[config.mk]
export PLATFORM = sky130hd
export DESIGN_NAME = pipeline_hazard_controller_flat
export DESIGN_NICKNAME = d
export VERILOG_FILES = /design/src/rtl/pipeline_hazard_controller_if.sv /design/src/rtl/pipeline_hazard_controller.sv /design/src/flat_wrapper.sv
export SDC_FILE = /design/constraint.sdc
export NUM_CORES = 1
export LEC_CHECK = 0
export BUFFER_PORTS_ARGS = -buffer_cell sky130_fd_sc_hd__buf_2
export CAP_MARGIN = 20
export CORE_MARGIN = 3
export CORE_UTILIZATION = 50
export DETAILED_ROUTE_END_ITERATION = 10
export GPL_TIMING_DRIVEN = 0
export PLACE_DENSITY = 0.87
export SETUP_SLACK_MARGIN = 0.4
export SYNTH_ARGS = -nofsm -noshare
export SYNTH_HDL_FRONTEND = slang
export SYNTH_SLANG_ARGS = --single-unit
[constraint.sdc]
create_clock -name clk -period 2.1 [get_ports clk]
set_input_delay 0.42 -clock clk [delete_from_list [all_inputs] [get_ports clk]]
set_output_delay 0.42 -clock clk [all_outputs]
set_load 0.02 [all_outputs]
[src/rtl/pipeline_hazard_controller_if.sv]
// Hazard-controller bundle: ID/EX hazard inputs, memory handshake and pipeline control outputs.
// The controller takes the slave side; the pipeline (or testbench) takes the master side.
interface pipeline_hazard_controller_if #(
  parameter int REG_W = 4,
  parameter int CNT_W = 16
);
  logic [REG_W-1:0] IFID_Rs;
  logic [REG_W-1:0] IFID_Rt;
  logic             IFID_UsesRt;
  logic             IFID_IsMem;
  logic [REG_W-1:0] IDEX_Rd;
  logic             IDEX_MemRead;
  logic             EX_BranchTaken;
  logic             MEM_Req;
  logic             MEM_Ready;
  logic             PCWrite;
  logic             IFIDWrite;
  logic             IDEXBubble;
  logic             IFIDFlush;
  logic             IDEXFlush;
  logic             PipeFreeze;
  logic             MemTimeout;
  logic [CNT_W-1:0] StallCount;

  modport master (
    output IFID_Rs, IFID_Rt, IFID_UsesRt, IFID_IsMem, IDEX_Rd, IDEX_MemRead,
           EX_BranchTaken, MEM_Req, MEM_Ready,
    input  PCWrite, IFIDWrite, IDEXBubble, IFIDFlush, IDEXFlush, PipeFreeze,
           MemTimeout, StallCount
  );

  modport slave (
    input  IFID_Rs, IFID_Rt, IFID_UsesRt, IFID_IsMem, IDEX_Rd, IDEX_MemRead,
           EX_BranchTaken, MEM_Req, MEM_Ready,
    output PCWrite, IFIDWrite, IDEXBubble, IFIDFlush, IDEXFlush, PipeFreeze,
           MemTimeout, StallCount
  );
endinterface

[src/rtl/pipeline_hazard_controller.sv]
// Decides each cycle whether the 5-stage front end advances, stalls (load-use), is flushed
// (taken branch) or the whole pipe freezes on a data-memory wait; keeps stall and timeout stats.
module pipeline_hazard_controller #(
  parameter int REG_W       = 4,
  parameter int SP_REG      = 10,
  parameter int MEM_TIMEOUT = 64,
  parameter int CNT_W       = 16
) (
  input  logic                         clk,
  input  logic                         rest,
  pipeline_hazard_controller_if.slave  hz
);

  localparam int WAIT_W = $clog2(MEM_TIMEOUT + 1);
  localparam logic [CNT_W-1:0] CNT_MAX = {CNT_W{1'b1}};
  localparam logic [WAIT_W-1:0] WAIT_LIMIT = WAIT_W'(MEM_TIMEOUT);

  typedef enum logic [1:0] {
    RUN        = 2'd0,
    LOAD_STALL = 2'd1,
    MEM_WAIT   = 2'd2
  } state_e;

  state_e            state_q, state_d;
  logic [WAIT_W-1:0] wait_cnt_q, wait_cnt_d;
  logic              mem_timeout_q, mem_timeout_d;
  logic [CNT_W-1:0]  stall_cnt_q, stall_cnt_d;

  logic pc_write_s, ifid_write_s, idex_bubble_s, ifid_flush_s, idex_flush_s, pipe_freeze_s;
  logic lu_s, mw_s;

  function automatic logic load_use(
    input logic             mem_read,
    input logic [REG_W-1:0] rd,
    input logic [REG_W-1:0] rs,
    input logic [REG_W-1:0] rt,
    input logic             uses_rt,
    input logic             is_mem
  );
    logic hit;
    hit = (rd == rs) || (uses_rt && (rd == rt)) || (is_mem && (rd == REG_W'(SP_REG)));
    return mem_read && (rd != {REG_W{1'b0}}) && hit;
  endfunction

  function automatic logic [CNT_W-1:0] sat_inc(input logic [CNT_W-1:0] v);
    return (v == CNT_MAX) ? v : v + {{(CNT_W-1){1'b0}}, 1'b1};
  endfunction

  assign lu_s = load_use(hz.IDEX_MemRead, hz.IDEX_Rd, hz.IFID_Rs, hz.IFID_Rt,
                         hz.IFID_UsesRt, hz.IFID_IsMem);
  assign mw_s = hz.MEM_Req & ~hz.MEM_Ready;

  // Control outputs and next-state; branch outranks load-use, memory wait outranks both.
  always_comb begin
    state_d       = state_q;
    wait_cnt_d    = wait_cnt_q;
    mem_timeout_d = mem_timeout_q;
    pc_write_s    = 1'b1;
    ifid_write_s  = 1'b1;
    idex_bubble_s = 1'b0;
    ifid_flush_s  = 1'b0;
    idex_flush_s  = 1'b0;
    pipe_freeze_s = 1'b0;
    if (rest) begin
      pc_write_s    = 1'b0;
      ifid_write_s  = 1'b0;
      idex_bubble_s = 1'b1;
      state_d       = RUN;
      wait_cnt_d    = {WAIT_W{1'b0}};
      mem_timeout_d = 1'b0;
    end else begin
      case (state_q)
        RUN, LOAD_STALL: begin
          if (mw_s) begin
            pipe_freeze_s = 1'b1;
            pc_write_s    = 1'b0;
            ifid_write_s  = 1'b0;
            state_d       = MEM_WAIT;
            wait_cnt_d    = WAIT_W'(1);
          end else if (hz.EX_BranchTaken) begin
            ifid_flush_s  = 1'b1;
            idex_flush_s  = 1'b1;
            state_d       = RUN;
          end else if (lu_s && (state_q == RUN)) begin
            pc_write_s    = 1'b0;
            ifid_write_s  = 1'b0;
            idex_bubble_s = 1'b1;
            state_d       = LOAD_STALL;
          end else begin
            state_d       = RUN;
          end
        end
        MEM_WAIT: begin
          if (!hz.MEM_Ready) begin
            if (wait_cnt_q == WAIT_LIMIT) begin
              // Give up on the access: release the pipe and flag it.
              mem_timeout_d = 1'b1;
              state_d       = RUN;
              wait_cnt_d    = {WAIT_W{1'b0}};
            end else begin
              pipe_freeze_s = 1'b1;
              pc_write_s    = 1'b0;
              ifid_write_s  = 1'b0;
              wait_cnt_d    = wait_cnt_q + WAIT_W'(1);
            end
          end else begin
            wait_cnt_d = {WAIT_W{1'b0}};
            if (hz.EX_BranchTaken) begin
              ifid_flush_s  = 1'b1;
              idex_flush_s  = 1'b1;
              state_d       = RUN;
            end else if (lu_s) begin
              pc_write_s    = 1'b0;
              ifid_write_s  = 1'b0;
              idex_bubble_s = 1'b1;
              state_d       = LOAD_STALL;
            end else begin
              state_d       = RUN;
            end
          end
        end
        default: begin
          state_d    = RUN;
          wait_cnt_d = {WAIT_W{1'b0}};
        end
      endcase
    end
  end

  // Stall statistic: every cycle the PC is held counts, saturating at all-ones.
  always_comb begin
    if (!pc_write_s) begin
      stall_cnt_d = sat_inc(stall_cnt_q);
    end else begin
      stall_cnt_d = stall_cnt_q;
    end
  end

  // State, wait counter, timeout flag and stall counter registers.
  always_ff @(posedge clk or posedge rest) begin
    if (rest) begin
      state_q       <= RUN;
      wait_cnt_q    <= {WAIT_W{1'b0}};
      mem_timeout_q <= 1'b0;
      stall_cnt_q   <= {CNT_W{1'b0}};
    end else begin
      state_q       <= state_d;
      wait_cnt_q    <= wait_cnt_d;
      mem_timeout_q <= mem_timeout_d;
      stall_cnt_q   <= stall_cnt_d;
    end
  end

  assign hz.PCWrite    = pc_write_s;
  assign hz.IFIDWrite  = ifid_write_s;
  assign hz.IDEXBubble = idex_bubble_s;
  assign hz.IFIDFlush  = ifid_flush_s;
  assign hz.IDEXFlush  = idex_flush_s;
  assign hz.PipeFreeze = pipe_freeze_s;
  assign hz.MemTimeout = mem_timeout_q;
  assign hz.StallCount = stall_cnt_q;

endmodule

[src/flat_wrapper.sv]
// flat-port wrapper written by rule: the top's interface ports become plain ports
module pipeline_hazard_controller_flat 
#(
  parameter int REG_W       = 4,
  parameter int SP_REG      = 10,
  parameter int MEM_TIMEOUT = 64,
  parameter int CNT_W       = 16
)
  (clk, rest, hz_IFID_Rs, hz_IFID_Rt, hz_IFID_UsesRt, hz_IFID_IsMem, hz_IDEX_Rd, hz_IDEX_MemRead, hz_EX_BranchTaken, hz_MEM_Req, hz_MEM_Ready, hz_PCWrite, hz_IFIDWrite, hz_IDEXBubble, hz_IFIDFlush, hz_IDEXFlush, hz_PipeFreeze, hz_MemTimeout, hz_StallCount);
  pipeline_hazard_controller_if #(.REG_W(REG_W), .CNT_W(CNT_W)) hz_i ();
  input  logic clk;
  input  logic rest;
  input wire logic [$bits(hz_i.IFID_Rs)-1:0] hz_IFID_Rs;
  input wire logic [$bits(hz_i.IFID_Rt)-1:0] hz_IFID_Rt;
  input wire logic [$bits(hz_i.IFID_UsesRt)-1:0] hz_IFID_UsesRt;
  input wire logic [$bits(hz_i.IFID_IsMem)-1:0] hz_IFID_IsMem;
  input wire logic [$bits(hz_i.IDEX_Rd)-1:0] hz_IDEX_Rd;
  input wire logic [$bits(hz_i.IDEX_MemRead)-1:0] hz_IDEX_MemRead;
  input wire logic [$bits(hz_i.EX_BranchTaken)-1:0] hz_EX_BranchTaken;
  input wire logic [$bits(hz_i.MEM_Req)-1:0] hz_MEM_Req;
  input wire logic [$bits(hz_i.MEM_Ready)-1:0] hz_MEM_Ready;
  output wire logic [$bits(hz_i.PCWrite)-1:0] hz_PCWrite;
  output wire logic [$bits(hz_i.IFIDWrite)-1:0] hz_IFIDWrite;
  output wire logic [$bits(hz_i.IDEXBubble)-1:0] hz_IDEXBubble;
  output wire logic [$bits(hz_i.IFIDFlush)-1:0] hz_IFIDFlush;
  output wire logic [$bits(hz_i.IDEXFlush)-1:0] hz_IDEXFlush;
  output wire logic [$bits(hz_i.PipeFreeze)-1:0] hz_PipeFreeze;
  output wire logic [$bits(hz_i.MemTimeout)-1:0] hz_MemTimeout;
  output wire logic [$bits(hz_i.StallCount)-1:0] hz_StallCount;
  assign hz_i.IFID_Rs = hz_IFID_Rs;
  assign hz_i.IFID_Rt = hz_IFID_Rt;
  assign hz_i.IFID_UsesRt = hz_IFID_UsesRt;
  assign hz_i.IFID_IsMem = hz_IFID_IsMem;
  assign hz_i.IDEX_Rd = hz_IDEX_Rd;
  assign hz_i.IDEX_MemRead = hz_IDEX_MemRead;
  assign hz_i.EX_BranchTaken = hz_EX_BranchTaken;
  assign hz_i.MEM_Req = hz_MEM_Req;
  assign hz_i.MEM_Ready = hz_MEM_Ready;
  assign hz_PCWrite = hz_i.PCWrite;
  assign hz_IFIDWrite = hz_i.IFIDWrite;
  assign hz_IDEXBubble = hz_i.IDEXBubble;
  assign hz_IFIDFlush = hz_i.IFIDFlush;
  assign hz_IDEXFlush = hz_i.IDEXFlush;
  assign hz_PipeFreeze = hz_i.PipeFreeze;
  assign hz_MemTimeout = hz_i.MemTimeout;
  assign hz_StallCount = hz_i.StallCount;
  pipeline_hazard_controller #(.REG_W(REG_W), .SP_REG(SP_REG), .MEM_TIMEOUT(MEM_TIMEOUT), .CNT_W(CNT_W)) u_core (.clk(clk), .rest(rest), .hz(hz_i));
endmodule
==> results of run 1 <==
area by class of cell:
type / instances / share of cell area [%]
tap: 42 / 2.16
clock inverter: 1 / 1.23
buffer: 5 / 1.70
multi-input combinational: 122 / 45.5
sequential: 26 / 27.0
timing repair buffer: 72 / 20.3
timing repair inverter: 1 / 0.206
clock buffer: 3 / 0.925
inverter: 5 / 1.03
cell usage after synthesis, types with 2 or more instances:
library cell   n  area share, %
nand2_1       19            4.5
o21ai_0        4            1.3
clkbuf_1       2           0.47
nor2_1        11            2.6
ha_1           3            2.3
a21oi_1        9            2.8
nor3_1         3           0.94
and3_1         4            1.6
nand4_1        4            1.6
nand3_1        6            1.9
inv_1          5            1.2
xor2_1         6            3.3
and3_2         4            1.9
buf_4          2           0.94
a21o_1         2           0.94
dfrtp_1       26             41
or3_1          2           0.78
mux2_2         3            2.1
xnor2_1       15            8.2
nor4b_2        2            1.9
cell families after synthesis:
group	synth area share (%)
adders and majority gates	2.35
muxes	2.11
and+or+nand+nor	28.3
DFF	40.7
AOI/OAI and AO/OA	10.7
buffers and inverters	3.29
xor gates and xnor gates	12.5
sequential cells by signal, indices dropped and copies added, names as in the netlist:
name                  count
u_core.hz.MemTimeout      1
u_core.hz.StallCount     16
u_core.wait_cnt_q         7
u_core.state_q            2
where the power goes:
part           internal, mW  switching (mW)  total [mW]
registers             0.573           0.116       0.688
logic                 0.277           0.328       0.606
clock network         0.193           0.167       0.360
through the flow:
step           worst slack [ns]  utilization [%]  power [mW]
6_report                 -0.165             83.9        1.65
3_3_place_gp             -0.214             65.4        1.11
4_1_cts                 -0.0926             77.4        1.58
2_1_floorplan             0.229                -       0.970
5_1_grt                  -0.293             83.9        1.73
3_5_place_dp             -0.224             65.4        1.13
per-layer routing:
layer,track usage [%],vias to the layer above,share of wire [%]
met5,0,-,0
met4,6.34,0,5.2
met3,4.68,26,7.7
met2,41.0,103,50
met1,27.2,781,37
li1,-,713,-
timing repair:
item	CTS	global route
setup buffers	15	14
resized for setup	45	18
setup endpoints to repair	24	24
gates cloned	2	0
pin swaps	16	12
critical path: cells and delay by family (launching register included):
| family | cells | cell delay (ns) |
|---|---|---|
| buf+inv | 3 | 0.24 |
| flops | 1 | 0.46 |
| simple gates | 5 | 0.81 |
how the worst min path moves through the flow:
stage / to / slack, ns / startpoint / cells past startpoint
2_1_floorplan: u_core.hz.MemTimeout$_DFFE_PP0P_ / 0.33 / rest / 1
3_3_place_gp: u_core.hz.MemTimeout$_DFFE_PP0P_ / 0.47 / u_core.hz.MemTimeout$_DFFE_PP0P_ / 2
3_5_place_dp: u_core.hz.StallCount[0]$_DFFE_PP0P_ / 0.48 / u_core.hz.StallCount[0]$_DFFE_PP0P_ / 1
4_1_cts: u_core.wait_cnt_q[6]$_DFFE_PP0P_ / 0.08 / rest / 2
5_1_grt: u_core.hz.StallCount[9]$_DFFE_PP0P_ / 0.16 / rest / 3
6_report: u_core.hz.StallCount[9]$_DFFE_PP0P_ / 0.19 / rest / 3
layout by cell type (no fill, tap or decap), types with 2 or more instances in the layout:
cell and n:
and3_4 4, nand4_1 4, buf_4 24, nor4b_4 2, mux2_4 3, clkbuf_1 2
dfrtp_2 5, and3_1 4, a21oi_2 5, a21o_1 2, buf_2 37, nor3_1 2
dfrtp_1 21, nand2_2 6, nand3_1 4, nor2_1 9, xor2_1 6, xnor2_1 12
inv_2 2, nand2_1 10, xnor2_2 4, nor2_4 2, buf_6 13, a21oi_1 4
nand3_2 2, o21ai_0 3, nand2_4 4, ha_1 2, clkbuf_4 3
==> flow_metrics.tcl, run 1 <==
set metrics [dict create \
    cts_tree "done" \
    routabilityCongestion 0.762 \
    r2r.worst_path.cells 12 \
    hold_buffers 0 \
    cp_slowest_cell "dfrtp_1" \
    ys_ff_latch 26 \
    placed_area_mm2 0.00190 \
    synth-async-reset-ratio_pct 100 \
    violations "setup timing" \
    drive_above_1_share_pct 59.1 \
    grt.total_usage_pct 22.7 \
    drc 0 \
    cp.required_ns 1.68 \
    grt_antenna_before_repair 0 \
    wl_per_cell_um 20.3 \
    ir_drop_uv 994 \
    num_vias 1623 \
    dpl.cell_count 242 \
    initial_core_util_pct 55.1 \
    die_w_um 62.6 \
    grt_overflow 0 \
    via_per_inst 5.86 \
    synth_ff_type "dfrtp_1" \
    path_cells "nor4b_4 -> nand2_2 -> nand2_4 -> and3_4 -> nand2_4 -> inv_4 -> buf_6 -> buf_6" \
    clock-sinks 26 \
    r2r_end "u_core.hz.StallCount[5]$_DFFE_PP0P_" \
    fin_nets 259 \
    drv_slew 0 \
    grt_pass1_wl_um 7180 \
    drt-initial-drc-count 140 \
    tightestPinTransition_ns 0.747 \
    clock_latency_ns 0.34 \
    cp-start-kind "flip-flop" \
    cts.path.max_buffers 2 \
    clkTransAtPathRegs_ns 0.16 \
    max_freq_mhz 441 \
    reg2reg_slack_ns -0.09 \
    regArea_um2 657 \
    synth_area_per_cell_um2 10.1 \
    syn-num-nets 181 \
    finalCriticalPeriod_ns 2.27 \
    ys_types 46 \
    core_area_mm2 0.00290 \
    worst-setup-path-type "reg -> out" \
    period_share_pct 108 \
    routed_wl_um 5630 \
    arrival_ns 1.85 \
    multi_input_area_mm2 0.00111 \
    hp-class "in -> async" \
    cp_slowest_stage_delay_ns 0.46 \
    crit_start "u_core.wait_cnt_q[3]$_DFFE_PP0P_" \
    skew_ns 0.00708 \
    netlist_area_mm2 0.00160 \
    dpl.hpwl_um 2610 \
    power_density_mw_per_mm2 680 \
    die_area_mm2 0.00391 \
    outcome "finished, violations left" \
    drtPass1Iterations 4 \
    tns_ns -0.736 \
    ant_nets 0 \
    antenna_cells 0 \
    design_area_mm2 0.00243 \
    ys_warn_count 0 \
    grt_max_degree 16 \
    worst_hold_slack_ns 0.185 \
    rsz0062_at_grt "yes" \
    port-buffer-count 42 \
    timing.rr.start "u_core.wait_cnt_q[0]$_DFFE_PP0P_" \
    critical_path.endpoint "hz_PCWrite" \
    synthCells 158 \
    synth_seq_area_share_pct 40.7 \
    synth_edf_count 0 \
    slew_headroom_pct 49.9 \
    p_leak_nw 1.14 \
    grt_pass1_vias 1530 \
    rows 19 \
    ioPinCount 43 \
    syn_to_final_growth_pct 52.2 \
    htree_num_levels 1 \
    clock-root-buffer "clkbuf_4" \
    die_h_um 62.6 \
    crit_fanout 2 \
    instances_no_fill 277 \
    finalHoldViolCount 0 \
    end_kind "primary output" \
    max_cap_viol_count 0 \
    final.setup.worst_slack_ns -0.165 \
    numCtsBuffers 3 \
    nFillCells 143 \
    setup_viol 10 \
]
Power figures use the tool's default switching activity.
==> run 2, diff against run 1 <==
GPL_TIMING_DRIVEN = not set   (was 0)
==> run 2 against run 1 <==
The run still ends with setup timing left. Routed wire length decreased by 14%. Power fell by 4.2%. Register-to-register slack improved by 0.03 ns. Sequential share of layout area decreased by 0.21 points. Critical endpoint is now hz_IFIDWrite. Largest cell class unchanged. Largest power group is now combinational logic.
==> flow_metrics.tcl, run 2 (synthesis results as in run 1) <==
set metrics [dict create \
    port-buffer-count 42 \
    worst_hold_slack_ns 0.222 \
    routed_wl_um 4870 \
    numCtsBuffers 3 \
    grt.total_usage_pct 22.3 \
    drt-initial-drc-count 117 \
    via_per_inst 5.61 \
    antenna_cells 0 \
    drtPass1Iterations 4 \
    ioPinCount 43 \
    r2r.worst_path.cells 12 \
    core_area_mm2 0.00290 \
    final.setup.worst_slack_ns -0.0765 \
    die_area_mm2 0.00391 \
    worst-path-buf-inv 3 \
    hp-class "in -> async" \
    htree_num_levels 1 \
    grt_overflow 0 \
    tightestPinTransition_ns 0.558 \
    drc 0 \
    worst-setup-path-type "reg -> out" \
    die_h_um 62.6 \
    most-common-layout-cells "buf_2 (36), buf_4 (26), dfrtp_1 (20)" \
    end_kind "primary output" \
    ir_drop_uv 759 \
    clock-root-buffer "clkbuf_4" \
    slew_headroom_pct 62.5 \
    path_cells "inv_2 -> ha_4 -> nor2b_4 -> nand2_2 -> nand2_4 -> and3_4 -> nand2_4 -> inv_4 -> buf_6" \
    grt_pass1_wl_um 7090 \
    cts_tree "done" \
    final_common_cell "buf_2" \
    arrival_ns 1.76 \
    die_w_um 62.6 \
    grt_max_degree 23 \
    grt_antenna_before_repair 0 \
    cts.path.max_buffers 2 \
    power_density_mw_per_mm2 645 \
    fin_nets 258 \
    routabilityCongestion 0.809 \
    crit_fanout 2 \
    cp_slowest_cell "dfrtp_1" \
    finish.utilization_pct 84.7 \
    setup_viol 11 \
    skew_ns 0.00285 \
    worst_path_most_repeated_cell "nand2_4" \
    period_share_pct 104 \
    cp_top_family "simple AND/OR/NAND/NOR gates" \
    rsz0062_at_grt "yes" \
    initial_core_util_pct 55.1 \
    clkTransAtPathRegs_ns 0.14 \
    cp_slowest_stage_delay_ns 0.43 \
    p_leak_nw 1.18 \
    wl_per_cell_um 17.6 \
    cp-start-kind "flip-flop" \
    path_depth 9 \
    largest_reg_flops 16 \
    finalCriticalPeriod_ns 2.18 \
    cp.required_ns 1.68 \
    rows 19 \
    total_power_mw 1.58 \
    drv_slew 0 \
    finalHoldViolCount 0 \
    outcome "finished, violations left" \
    ant_nets 0 \
    dpl.hpwl_um 2690 \
    drive_above_1_share_pct 61.1 \
    num_vias 1547 \
    clock_latency_ns 0.33 \
    max_cap_viol_count 0 \
    clock-sinks 26 \
    grt_pass1_vias 1536 \
    violations "setup timing" \
    syn_to_final_growth_pct 53.7 \
    dpl_worst_slack_ns 0.0293 \
    max_freq_mhz 459 \
]
run 2: timing repair:
item                                   CTS  global route
buffers inserted                        17            10
endpoints found under the hold margin    0             5
setup endpoints to repair               25            27
hold buffers                             0             1
resized for setup                       43            29
pin swaps                               13            15
run 2: tightest hold or removal path, cell delays in order:
cell        delay [ns]
buf_2             0.12
clkinvlp_4        0.12
buf_4             0.30
run 2: cell type report:
type / count / area (um^2)
sequential: 26 / 658
clock buffer: 4 / 36.3
tap: 42 / 52.6
fill: 137 / 443
inverter: 5 / 25.0
timing repair buffer: 77 / 543
multi-input combinational: 122 / 1140
run 2: path summary, 6_finish.rpt:
check                                                      from                                   end  slack, ns
max in group asynchronous                                  rest         u_core.state_q[0]$_DFFE_PP0P_       1.21
hold / removal                                             rest      u_core.wait_cnt_q[1]$_DFFE_PP0P_       0.22
setup reg to reg               u_core.wait_cnt_q[0]$_DFFE_PP0P_   u_core.hz.StallCount[5]$_DFFE_PP0P_      -0.06
min in group clk                                   hz_MEM_Ready         u_core.state_q[0]$_DFFE_PP0P_       0.46
setup / recovery               u_core.wait_cnt_q[0]$_DFFE_PP0P_                          hz_IFIDWrite      -0.08
hold reg to reg            u_core.hz.StallCount[11]$_DFFE_PP0P_  u_core.hz.StallCount[11]$_DFFE_PP0P_       0.51
run 2: where the power goes:
group          leakage, nW  total (mW)  switching [mW]  internal [mW]
registers            0.341       0.658          0.0855          0.572
clock network       0.0210       0.260           0.154          0.106
logic                0.821       0.667           0.353          0.314
total                 1.18        1.58           0.592          0.993
run 2: layer usage:
layer  share of wire [%]  track usage [%]  routed length, um  vias up
met2                  51             41.5               2460       74
met5                   0                0                  0        -
met1                  41             25.9               1980      756
met4                 2.3             7.16                111        0
met3                 6.4             3.42                311       12
li1                    -                -                  -      705
run 2: stage by stage:
step | setup TNS [ns] | cells | instance area (um^2)
floorplan | 0 | 158 | 1630
global placement | 0 | 244 | 1910
detailed placement | 0 | 244 | 1910
CTS | -0.0622 | 265 | 2240
global route | -1.51 | 276 | 2460
finish | -0.503 | 276 | 2460
==> run 3, diff against run 2 <==
--- a/config.mk
+++ b/config.mk
@@ -12,4 +12,5 @@
 export DETAILED_ROUTE_END_ITERATION = 10
 export PLACE_DENSITY = 0.87
+export REMOVE_ABC_BUFFERS = 1
 export SETUP_SLACK_MARGIN = 0.4
 export SYNTH_ARGS = -nofsm -noshare
==> constraint.sdc (replaced) <==
create_clock -name clk -period 2.1 [get_ports clk]
set_input_delay 0 -clock clk [delete_from_list [all_inputs] [get_ports clk]]
set_output_delay 0 -clock clk [all_outputs]
set_load 0.02 [all_outputs]
==> run 3 against run 2 <==
Highest routed layer unchanged. Count of clock-buffer cells in the layout unchanged. Routed wire length decreased by 4.5%. Die area unchanged. Worst hold slack got worse by 0.23 ns. Sequential share of layout area increased by 2.1 points. The flow finishes with violations (hold timing). Flip-flop and latch count unchanged. Utilization decreased by 6.4 points. Largest cell class unchanged. Final cell count decreased by 1.8%. Sequential power decreased by 4.4%. Final area decreased by 7.6%.
==> flow_metrics.tcl, run 3 (synthesis results as in run 1) <==
set metrics [dict create \
    outcome "finished, violations left" \
    violations "hold timing" \
    via_per_inst 5.75 \
    hold_buffers 2 \
    finalHoldViolCount 1 \
    switching_share_pct 37.1 \
    rows 19 \
    rsz0062_at_grt "yes" \
    die_h_um 62.6 \
    final_common_cell "buf_2" \
    grt_antenna_before_repair 0 \
    drtPass1Iterations 5 \
    cts_tree "done" \
    worst-path-buf-inv 0 \
    seq_power_share_pct 40.4 \
    grt.total_usage_pct 22.6 \
    clock-sinks 26 \
    largest_reg_flops 16 \
    core_area_mm2 0.00290 \
    grt_pass1_wl_um 7170 \
    p_leak_nw 1.09 \
    period_share_pct 88.8 \
    setup_viol 0 \
    finalCriticalPeriod_ns 1.86 \
    routabilityCongestion 0.832 \
    worst_path_most_repeated_cell "nand2_2" \
    slew_headroom_pct 67.3 \
    dpl.hpwl_um 2630 \
    antenna_cells 0 \
    clock_latency_ns 0.32 \
    ant_nets 0 \
    num_vias 1559 \
    drc 0 \
    hp-class "in -> reg" \
    numCtsBuffers 3 \
    grt_max_degree 25 \
    max_freq_mhz 536 \
    htree_num_levels 1 \
    power_density_mw_per_mm2 686 \
    switching_power_mw 0.578 \
    clkTransAtPathRegs_ns 0.14 \
    drv_slew 0 \
    drive_above_1_share_pct 53.3 \
    whs_path_depth 4 \
    tightestPinTransition_ns 0.490 \
    clockPowerShare_pct 15.9 \
    max_cap_viol_count 0 \
    die_area_mm2 0.00391 \
    drt-initial-drc-count 99 \
    grt_pass1_vias 1517 \
    most-common-layout-cells "buf_2 (39), buf_4 (26), dfrtp_1 (22)" \
    wl_per_cell_um 17.2 \
    cts.path.max_buffers 2 \
    cp_slowest_stage_delay_ns 0.46 \
    total_power_mw 1.56 \
    worst_hold_slack_ns -0.0112 \
    die_w_um 62.6 \
    crit_fanout 3 \
    cp_slowest_cell "dfrtp_2" \
    tns_ns 0 \
    cp-start-kind "flip-flop" \
    worst-setup-path-type "reg -> reg" \
    p_comb_share_pct 43.7 \
    skew_ns 0.00469 \
    ir_drop_uv 688 \
    end_kind "flip-flop" \
    power.internal_mw 0.980 \
    cp_top_family "simple AND/OR/NAND/NOR gates" \
    routed_wl_um 4650 \
    ioPinCount 43 \
    syn_to_final_growth_pct 42.0 \
    port-buffer-count 42 \
    initial_core_util_pct 55.1 \
    arrival_ns 2.08 \
    path_depth 7 \
    cp.required_ns 2.32 \
    grt_overflow 0 \
    r2r.worst_path.cells 7 \
    clock-root-buffer "clkbuf_4" \
    fin_nets 253 \
    path_cells "nor4b_4 -> nand2_2 -> nand2_4 -> and3_4 -> nand2_2 -> nand3_2 -> mux2_2" \
]
run 3: changes by cell type in the layout (fill, tap and decap cells not counted), moves of 3 or more:
cell     change
buf_2        +3
xnor2_1      +4
nand2_4      -3
buf_6        -9
a21oi_2      -3
xnor2_2      -4
a21oi_1      +3
nand2_1      +3
run 3: final timing paths:
kind / start / end / slack, ns
setup / recovery: u_core.wait_cnt_q[4]$_DFFE_PP0P_ / u_core.hz.StallCount[14]$_DFFE_PP0P_ / 0.24
max in group asynchronous: rest / u_core.wait_cnt_q[4]$_DFFE_PP0P_ / 1.23
min in group asynchronous: rest / u_core.hz.MemTimeout$_DFFE_PP0P_ / 0.27
hold / removal: hz_EX_BranchTaken / u_core.state_q[0]$_DFFE_PP0P_ / -0.01
setup reg to reg: u_core.wait_cnt_q[4]$_DFFE_PP0P_ / u_core.hz.StallCount[14]$_DFFE_PP0P_ / 0.24
hold reg to reg: u_core.hz.StallCount[11]$_DFFE_PP0P_ / u_core.hz.StallCount[11]$_DFFE_PP0P_ / 0.51
run 3: worst reg2reg max path: cells and delay by family, from the launching register on:
kind             cells  cell delay, ns
DFF                  1            0.46
muxes                1            0.34
and+or+nand+nor      6            0.97
run 3: repair_timing:
| action | CTS | global route |
|---|---|---|
| endpoints found under the hold margin | 7 | 1 |
| setup endpoints to repair | 22 | 25 |
| pin swaps | 8 | 10 |
| resized for setup | 28 | 18 |
| setup buffers | 14 | 8 |
| gates cloned | 0 | 0 |
run 3: stage by stage:
stage / hold slack [ns] / std cells / instance area (um^2) / util (%) / setup WS, ns
finish: -0.0112 / 271 / 2270 / 78.3 / 0.236
global route: -0.00629 / 271 / 2270 / 78.3 / 0.150
CTS: 0.0157 / 263 / 2130 / 73.6 / 0.336
detailed placement: 0.0377 / 243 / 1870 / 64.6 / 0.103
global placement: 0.0368 / 243 / 1870 / 64.6 / 0.157
floorplan: 0.0631 / 153 / 1570 / - / 0.0468
run 3: area by class of cell:
cell class / count / area (um^2)
flip-flops and latches: 26 / 656
fillers: 178 / 629
well taps: 42 / 52.6
inverters: 5 / 18.8
repair buffers: 72 / 467
clock buffers: 4 / 36.3
multi-input cells: 122 / 1040
run 3: metal layers:
layer  part of all wire [%]  GRT usage [%]
met1                     39           26.9
met2                     49           38.7
met3                    8.7           3.42
met4                    3.3           12.9
met5                      0              0
run 3: power groups by stage:
| stage | Clock [mW] | Sequential, mW | Combinational [mW] |
|---|---|---|---|
| finish | 0.248 | 0.629 | 0.681 |
| floorplan | 0 | 0.738 | 0.202 |
| CTS | 0.254 | 0.624 | 0.599 |
| global placement | 0 | 0.639 | 0.477 |
| detailed placement | 0 | 0.649 | 0.485 |
| global route | 0.274 | 0.636 | 0.730 |
